### src/rtl/unified_mem_arbiter.sv
// Single-ported unified memory arbiter between instruction fetch and the MEM stage.
// Strict MEM-first priority, fixed-latency accesses, one-cycle ready pulses.
module unified_mem_arbiter #(
    parameter int MEM_LATENCY = 2,
    parameter int ADDR_WIDTH  = 32,
    parameter int DATA_WIDTH  = 32
) (
    input  logic                  clock,
    input  logic                  resetN,
    // instruction fetch side
    input  logic                  ifReq,
    input  logic [ADDR_WIDTH-1:0] ifAddr,
    input  logic                  flushIF,
    output logic [DATA_WIDTH-1:0] ifData,
    output logic                  ifReady,
    // load/store side
    input  logic                  memReadMEM,
    input  logic                  memWriteMEM,
    input  logic [ADDR_WIDTH-1:0] memAddrMEM,
    input  logic [DATA_WIDTH-1:0] memWDataMEM,
    output logic [DATA_WIDTH-1:0] memRData,
    output logic                  memReady,
    // memory port
    output logic                  ramEn,
    output logic                  ramWe,
    output logic [ADDR_WIDTH-1:0] ramAddr,
    output logic [DATA_WIDTH-1:0] ramWData,
    input  logic [DATA_WIDTH-1:0] ramRData,
    // pipeline freeze
    output logic                  stallIF,
    output logic                  stallPipe
);

    typedef enum logic [1:0] {
        IDLE    = 2'd0,
        IF_ACC  = 2'd1,
        MEM_ACC = 2'd2
    } state_t;

    localparam logic [3:0] CNT_INIT = 4'(MEM_LATENCY - 1);

    state_t                stateReg,    stateNext;
    logic [3:0]            cntReg,      cntNext;
    logic                  staleReg,    staleNext;
    logic [ADDR_WIDTH-1:0] addrReg,     addrNext;
    logic                  weReg,       weNext;
    logic [DATA_WIDTH-1:0] wdataReg,    wdataNext;
    logic [DATA_WIDTH-1:0] ifDataReg,   ifDataNext;
    logic [DATA_WIDTH-1:0] memRDataReg, memRDataNext;
    logic                  ifReadyReg,  ifReadyNext;
    logic                  memReadyReg, memReadyNext;

    logic memReq;
    logic lastCycle;
    logic fetchStale;

    assign memReq     = memReadMEM | memWriteMEM;
    assign lastCycle  = (cntReg == 4'd0);
    // A flush arriving in the completion cycle itself must still suppress the result.
    assign fetchStale = staleReg | flushIF;

    // State and datapath registers
    always_ff @(posedge clock or negedge resetN) begin
        if (!resetN) begin
            stateReg    <= IDLE;
            cntReg      <= 4'd0;
            staleReg    <= 1'b0;
            addrReg     <= '0;
            weReg       <= 1'b0;
            wdataReg    <= '0;
            ifDataReg   <= '0;
            memRDataReg <= '0;
            ifReadyReg  <= 1'b0;
            memReadyReg <= 1'b0;
        end else begin
            stateReg    <= stateNext;
            cntReg      <= cntNext;
            staleReg    <= staleNext;
            addrReg     <= addrNext;
            weReg       <= weNext;
            wdataReg    <= wdataNext;
            ifDataReg   <= ifDataNext;
            memRDataReg <= memRDataNext;
            ifReadyReg  <= ifReadyNext;
            memReadyReg <= memReadyNext;
        end
    end

    // Next-state and datapath update
    always_comb begin
        stateNext    = stateReg;
        cntNext      = cntReg;
        staleNext    = staleReg;
        addrNext     = addrReg;
        weNext       = weReg;
        wdataNext    = wdataReg;
        ifDataNext   = ifDataReg;
        memRDataNext = memRDataReg;
        ifReadyNext  = 1'b0;
        memReadyNext = 1'b0;

        unique case (stateReg)
            IDLE: begin
                if (memReq) begin
                    stateNext = MEM_ACC;
                    addrNext  = memAddrMEM;
                    weNext    = memWriteMEM;
                    wdataNext = memWDataMEM;
                    cntNext   = CNT_INIT;
                end else if (ifReq) begin
                    stateNext = IF_ACC;
                    addrNext  = ifAddr;
                    weNext    = 1'b0;
                    cntNext   = CNT_INIT;
                    staleNext = 1'b0;
                end
            end
            IF_ACC: begin
                staleNext = fetchStale;
                if (!lastCycle) begin
                    cntNext = cntReg - 4'd1;
                end else begin
                    stateNext = IDLE;
                    if (!fetchStale) begin
                        ifDataNext  = ramRData;
                        ifReadyNext = 1'b1;
                    end
                end
            end
            MEM_ACC: begin
                if (!lastCycle) begin
                    cntNext = cntReg - 4'd1;
                end else begin
                    stateNext    = IDLE;
                    memReadyNext = 1'b1;
                    if (!weReg) begin
                        memRDataNext = ramRData;
                    end
                end
            end
            default: begin
                stateNext = IDLE;
            end
        endcase
    end

    // Outputs; the port is driven only from latched registers so it stays stable mid-access
    always_comb begin
        ramEn     = (stateReg != IDLE);
        ramWe     = (stateReg == MEM_ACC) & weReg;
        ramAddr   = addrReg;
        ramWData  = wdataReg;
        ifData    = ifDataReg;
        memRData  = memRDataReg;
        ifReady   = ifReadyReg;
        memReady  = memReadyReg;
        stallPipe = memReq & ~memReadyReg;
        stallIF   = ifReq & ~ifReadyReg;
    end

endmodule

### config.mk
export PLATFORM = sky130hd
export DESIGN_NAME = unified_mem_arbiter
export DESIGN_NICKNAME = d
export VERILOG_FILES = /design/src/rtl/unified_mem_arbiter.sv
export SDC_FILE = /design/constraint.sdc
export NUM_CORES = 1
export LEC_CHECK = 0
export ABC_AREA = 1
export ABC_CLOCK_PERIOD_IN_PS = 3800
export CORE_MARGIN = 1
export CORE_UTILIZATION = 46
export CTS_CLUSTER_SIZE = 16
export DETAILED_ROUTE_END_ITERATION = 12
export PLACE_DENSITY = 0.87
export SLEW_MARGIN = 20
export SYNTH_ARGS = -nofsm -noshare
export SYNTH_HDL_FRONTEND = slang
export SYNTH_SLANG_ARGS = --single-unit
### constraint.sdc
create_clock -name clock -period 3.8 [get_ports clock]
set_input_delay 0.76 -clock clock [delete_from_list [all_inputs] [get_ports clock]]
set_output_delay 0.76 -clock clock [all_outputs]
set_load 0.02 [all_outputs]
Yosys cells after proc, flatten, opt, wreduce, memory -nomap -nowiden --
Cells that the tools add are included.
Word-level totals: register bits 138, latch bits 0, RAM bits 0, memory bits (read-only) 0, input bits 134, word-level logic and storage cells 60, memories kept 0
Cells by class: add/sub/neg operators 1, multiply operators 0, divide/modulo/power cells 0, $lt $le $gt $ge 0, equal/unequal tests 7, shifts and indexed selects 0, mux-type cells 19, bitwise logic cells 9, reductions and logical operators 14
Operator list (count):
- two-way mux 32 bit | 2
- two-way mux 4 bit | 3
- AND reduction 3 bit | 4
- two-way mux 1 bit | 8
- case mux 4 bit (2 select lines) | 1
- nonzero test 2 bit | 4
- two-way mux 2 bit | 3
- inequality test 2 bit (second input constant) | 3
- AND reduction 2 bit | 3
- logical NOT 4 bit | 1
- NOT 1 bit | 4
- case mux 2 bit (2 select lines) | 1
- subtractor 4 x 1 -> 4 bit (second input constant) | 1
- bitwise AND 1 bit | 3
- inequality test 3 bit (second input constant) | 1
- equality test 2 x 1 -> 1 bit (second input constant) | 1
- equality test 2 bit (second input constant) | 1
- logical NOT 2 bit | 1
- inequality test 2 x 1 -> 1 bit (second input constant) | 1
- bitwise OR 1 bit | 2
- case mux 1 bit (2 select lines) | 1
- OR reduction 2 bit | 1

Logic depth before layout (Yosys ltp) --
depth after elaboration 4, gate-level depth with buffers 9, mapped depth without buffers 8

Least setup slack after synthesis --
No wires, ideal clock.
path kind input -> output, from input memWriteMEM, to output stallPipe, arrival time 1344 ps, path slack 1696 ps, stages on the path 3, cells stage by stage nor2_1 clkbuf_1 nor2_1
On the way: cells in the longest elaborated chain, start to end 2
RTL lines:
- start: declaration | line 18 | input logic memWriteMEM,
- bitwise OR 1 bit | line 57 | assign memReq = memReadMEM | memWriteMEM;
- bitwise AND 1 bit | line 157 | stallPipe = memReq & ~memReadyReg;
- end: declaration | line 31 | output logic stallPipe
No other way between the ends.

Final worst setup path --
Same ends and word-level chain as after synthesis.

==> impl_metrics.env <==
export IMPL_grt_residual_overflow=0
export IMPL_startpoint="memWriteMEM"
export IMPL_seq_area_frac_synth_pct=56.56
export IMPL_critical_path_top_delay_family="buffers and inverters"
export IMPL_power_ir_vdd_worst_v=0.0003869
export IMPL_worst_setup_path_end_kind="output port"
export IMPL_tritoncts="done"
export IMPL_antenna_violating_nets_left=0
export IMPL_critPathBufInv=2
export IMPL_synth_edf_count=0
export IMPL_hpwl_um=11400
export IMPL_ratio_of_final_minimum_period_to_clock_period_pct=74.34
export IMPL_power_density_nw_per_um2=875.0
export IMPL_achievable_frequency_mhz=354.0
export IMPL_clock_root_buffer="clkbuf_16"
export IMPL_track_usage_pct=24.71
export IMPL_proportion_of_netlist_area_held_by_the_largest_area_contributor_pct=56.56
export IMPL_timing_rr_end="ifData[17]$_DFFE_PN0P_"
export IMPL_syn_cell_area_um2=6106
export IMPL_worst_skew_pair_late_latency_ps=420
export IMPL_chipWidth_um=117.2
export IMPL_avgViaCountPerCell=4.871
export IMPL_synth_ff_latch_count=138
export IMPL_grt_setup_unrepaired="no"
export IMPL_max_cap_viol_count=0
export IMPL_post_route_cells_drive_above_1_share_pct=14.77
export IMPL_start_util_pct=47.80
export IMPL_core_rowCount=41
export IMPL_run_status="completed"
export IMPL_cts_hold_fix_buffers=0
export IMPL_timing_critical_path_arrival_ps=2060
export IMPL_postSynthAreaPerCell_um2=9.555
export IMPL_static_leakage_power_nw=4.376
export IMPL_total_wire_length_um=16720
export IMPL_gpl_final_weighted_congestion=0.8188
export IMPL_synthDominantAreaCellType="dfrtp_1"
export IMPL_num_antenna_cells=0
export IMPL_top_level_ports=268
export IMPL_timing_critical_path_slowest_stage_cell="clkdlybuf4s50_1"
export IMPL_post_synth_top_count_cell="nand2_1"
export IMPL_tritoncts_num_sinks=138
export IMPL_final_period_minus_worst_setup_slack_ps=2825
export IMPL_worst_r2r_setup_slack_ps=1540
export IMPL_drt_iter0_drc=379
export IMPL_cts_repair_timing_setup_buffer_count=0
export IMPL_setup_tns_final_ps=0
export IMPL_drt_drc_violations_left=0
export IMPL_num_nets_final=1033
export IMPL_reg2reg_from="cntReg[0]$_DFFE_PN0P_"
export IMPL_num_vias=5256
export IMPL_wp_data_required_ps=3040
export IMPL_clock_tree_htree_level_count=4
export IMPL_wl_per_cell_um=15.49
export IMPL_grt_pass1_vias=5097
export IMPL_cts_resized=0
export IMPL_relSlewSlack_pct=36.15
export IMPL_netlist_top_cells_area="dfrtp_1 (57%), nand2_1 (11%), o21ai_2 (7.9%), nand3_1 (5.7%), o211ai_1 (3.9%)"
export IMPL_clock_path_buffers=2
export IMPL_syn_instance_count=639
export IMPL_worst_path_largest_cell_delay_ps=620
export IMPL_final_max_slew_viol_count=0
export IMPL_die_y_um=117.2
export IMPL_path_class="in -> out"
export IMPL_report_final_setup_viol=0
export IMPL_worstRegToRegCells=8
export IMPL_area_inside_the_core_boundary_um2=12770
export IMPL_worstHoldPathType="in -> async"
export IMPL_crit_cells=4
export IMPL_startpoint_type="input pin"
export IMPL_postLayoutCoreUtil_pct=73.18
export IMPL_synthArstFlopShare_pct=100.0
export IMPL_cp_endpoint="stallPipe"
export IMPL_synth_cells_most_frequent="nand2_1 (182), dfrtp_1 (138), nand3_1 (69)"
export IMPL_clock_skew_final_ps=13.06
export IMPL_firstDrtPassIters=5
export IMPL_design_die_area_um2=13740
export IMPL_final_hold_violations=0
export IMPL_grt_first_pass_wirelength_um=25540
export IMPL_whs_ps=460.0
export IMPL_critical_path_peak_fanout=3
export IMPL_total_power_w=0.008179
export IMPL_area_delta_synth_final_pct=53.09
export IMPL_antenna_found_initial=0
export IMPL_worst_pin_slew_ps=954.4
export IMPL_port_buffer_count=267
export IMPL_total_clock_buffers_created_by_cts=17
export IMPL_netlist_cell_type_count=23
export IMPL_synth_yosys_warnings=0
export IMPL_syn_num_nets=778
export IMPL_clk_pin_slew_worst_setup_hold_paths_ps=50
export IMPL_largest_net_degree_at_the_start_of_global_routing=114
export IMPL_synth_flop_cell="dfrtp_1"
export IMPL_cell_chain_of_the_critical_path="clkdlybuf4s50_1, nor2_1, nor2_1, clkdlybuf4s50_1"
metrics by stage:
stage,setup slack (ps),instances,area (um^2)
finish,975.1,1079,9348
detailed placement,969.9,1047,8803
global placement,971.3,1047,8803
global route,937.3,1079,9348
CTS,970.6,1079,9345
floorplan,1696,639,6106
sequential cells by signal, indices dropped and copies added (netlist names):
signal    count
memReady      1
ramAddr      32
stateReg      2
staleReg      1
cntReg        4
weReg         1
ifReady       1
ifData       32
ramWData     32
memRData     32
placed cells by master (no fill, tap or decap), types with 7 or more instances in the layout:
cell type        count
buf_4                9
clkbuf_16           17
clkdlybuf4s50_1    266
dfrtp_1            138
inv_1               51
nand2_1            180
nand3_1             69
nor2_1               9
o211ai_1            32
o21ai_0              9
o21ai_1              7
o21ai_2             55
or2_2               33
logic make-up after synthesis:
logic type | after synthesis | synth area share, %
AO/OA/AOI/OAI | 104 | 13.24
buffers and inverters | 92 | 7.520
adder cells (fa/ha/maj) | 5 | 1.025
AND/OR/NAND/NOR | 300 | 21.66
flip-flops | 138 | 56.56
per-layer routing:
metal,track usage [%],up-vias,part of all wire (%)
li1,-,2582,-
met1,28.99,2478,41
met2,42.67,156,51
met3,5.870,40,4.7
met4,11.81,0,3.1
met5,0,-,0
cell type report:
| class | instances | area [um^2] |
|---|---|---|
| Sequential cell | 138 | 3453 |
| Clock buffer | 24 | 471.7 |
| Multi-Input combinational cell | 409 | 2198 |
| Tap cell | 172 | 215.2 |
| Fill cell | 913 | 3426 |
| Clock inverter | 8 | 70.07 |
| Inverter | 52 | 195.2 |
| Timing Repair Buffer | 276 | 2744 |
where the power goes:
part	internal, W	switching, W
Combinational	0.00183	0.00227
Sequential	0.00218	0.000379
Clock	0.000927	0.000590
worst min-delay path by stage:
stage	to	cells after the start
after floorplan	staleReg$_DFFE_PN0P_	2
after global placement	ramWData[7]$_DFFE_PN0P_	2
after detailed placement	ramWData[14]$_DFFE_PN0P_	2
after CTS	ramWData[21]$_DFFE_PN0P_	2
after global routing	ramWData[22]$_DFFE_PN0P_	2
final	memRData[10]$_DFFE_PN0P_	1
(Power assumes the default switching activity.)
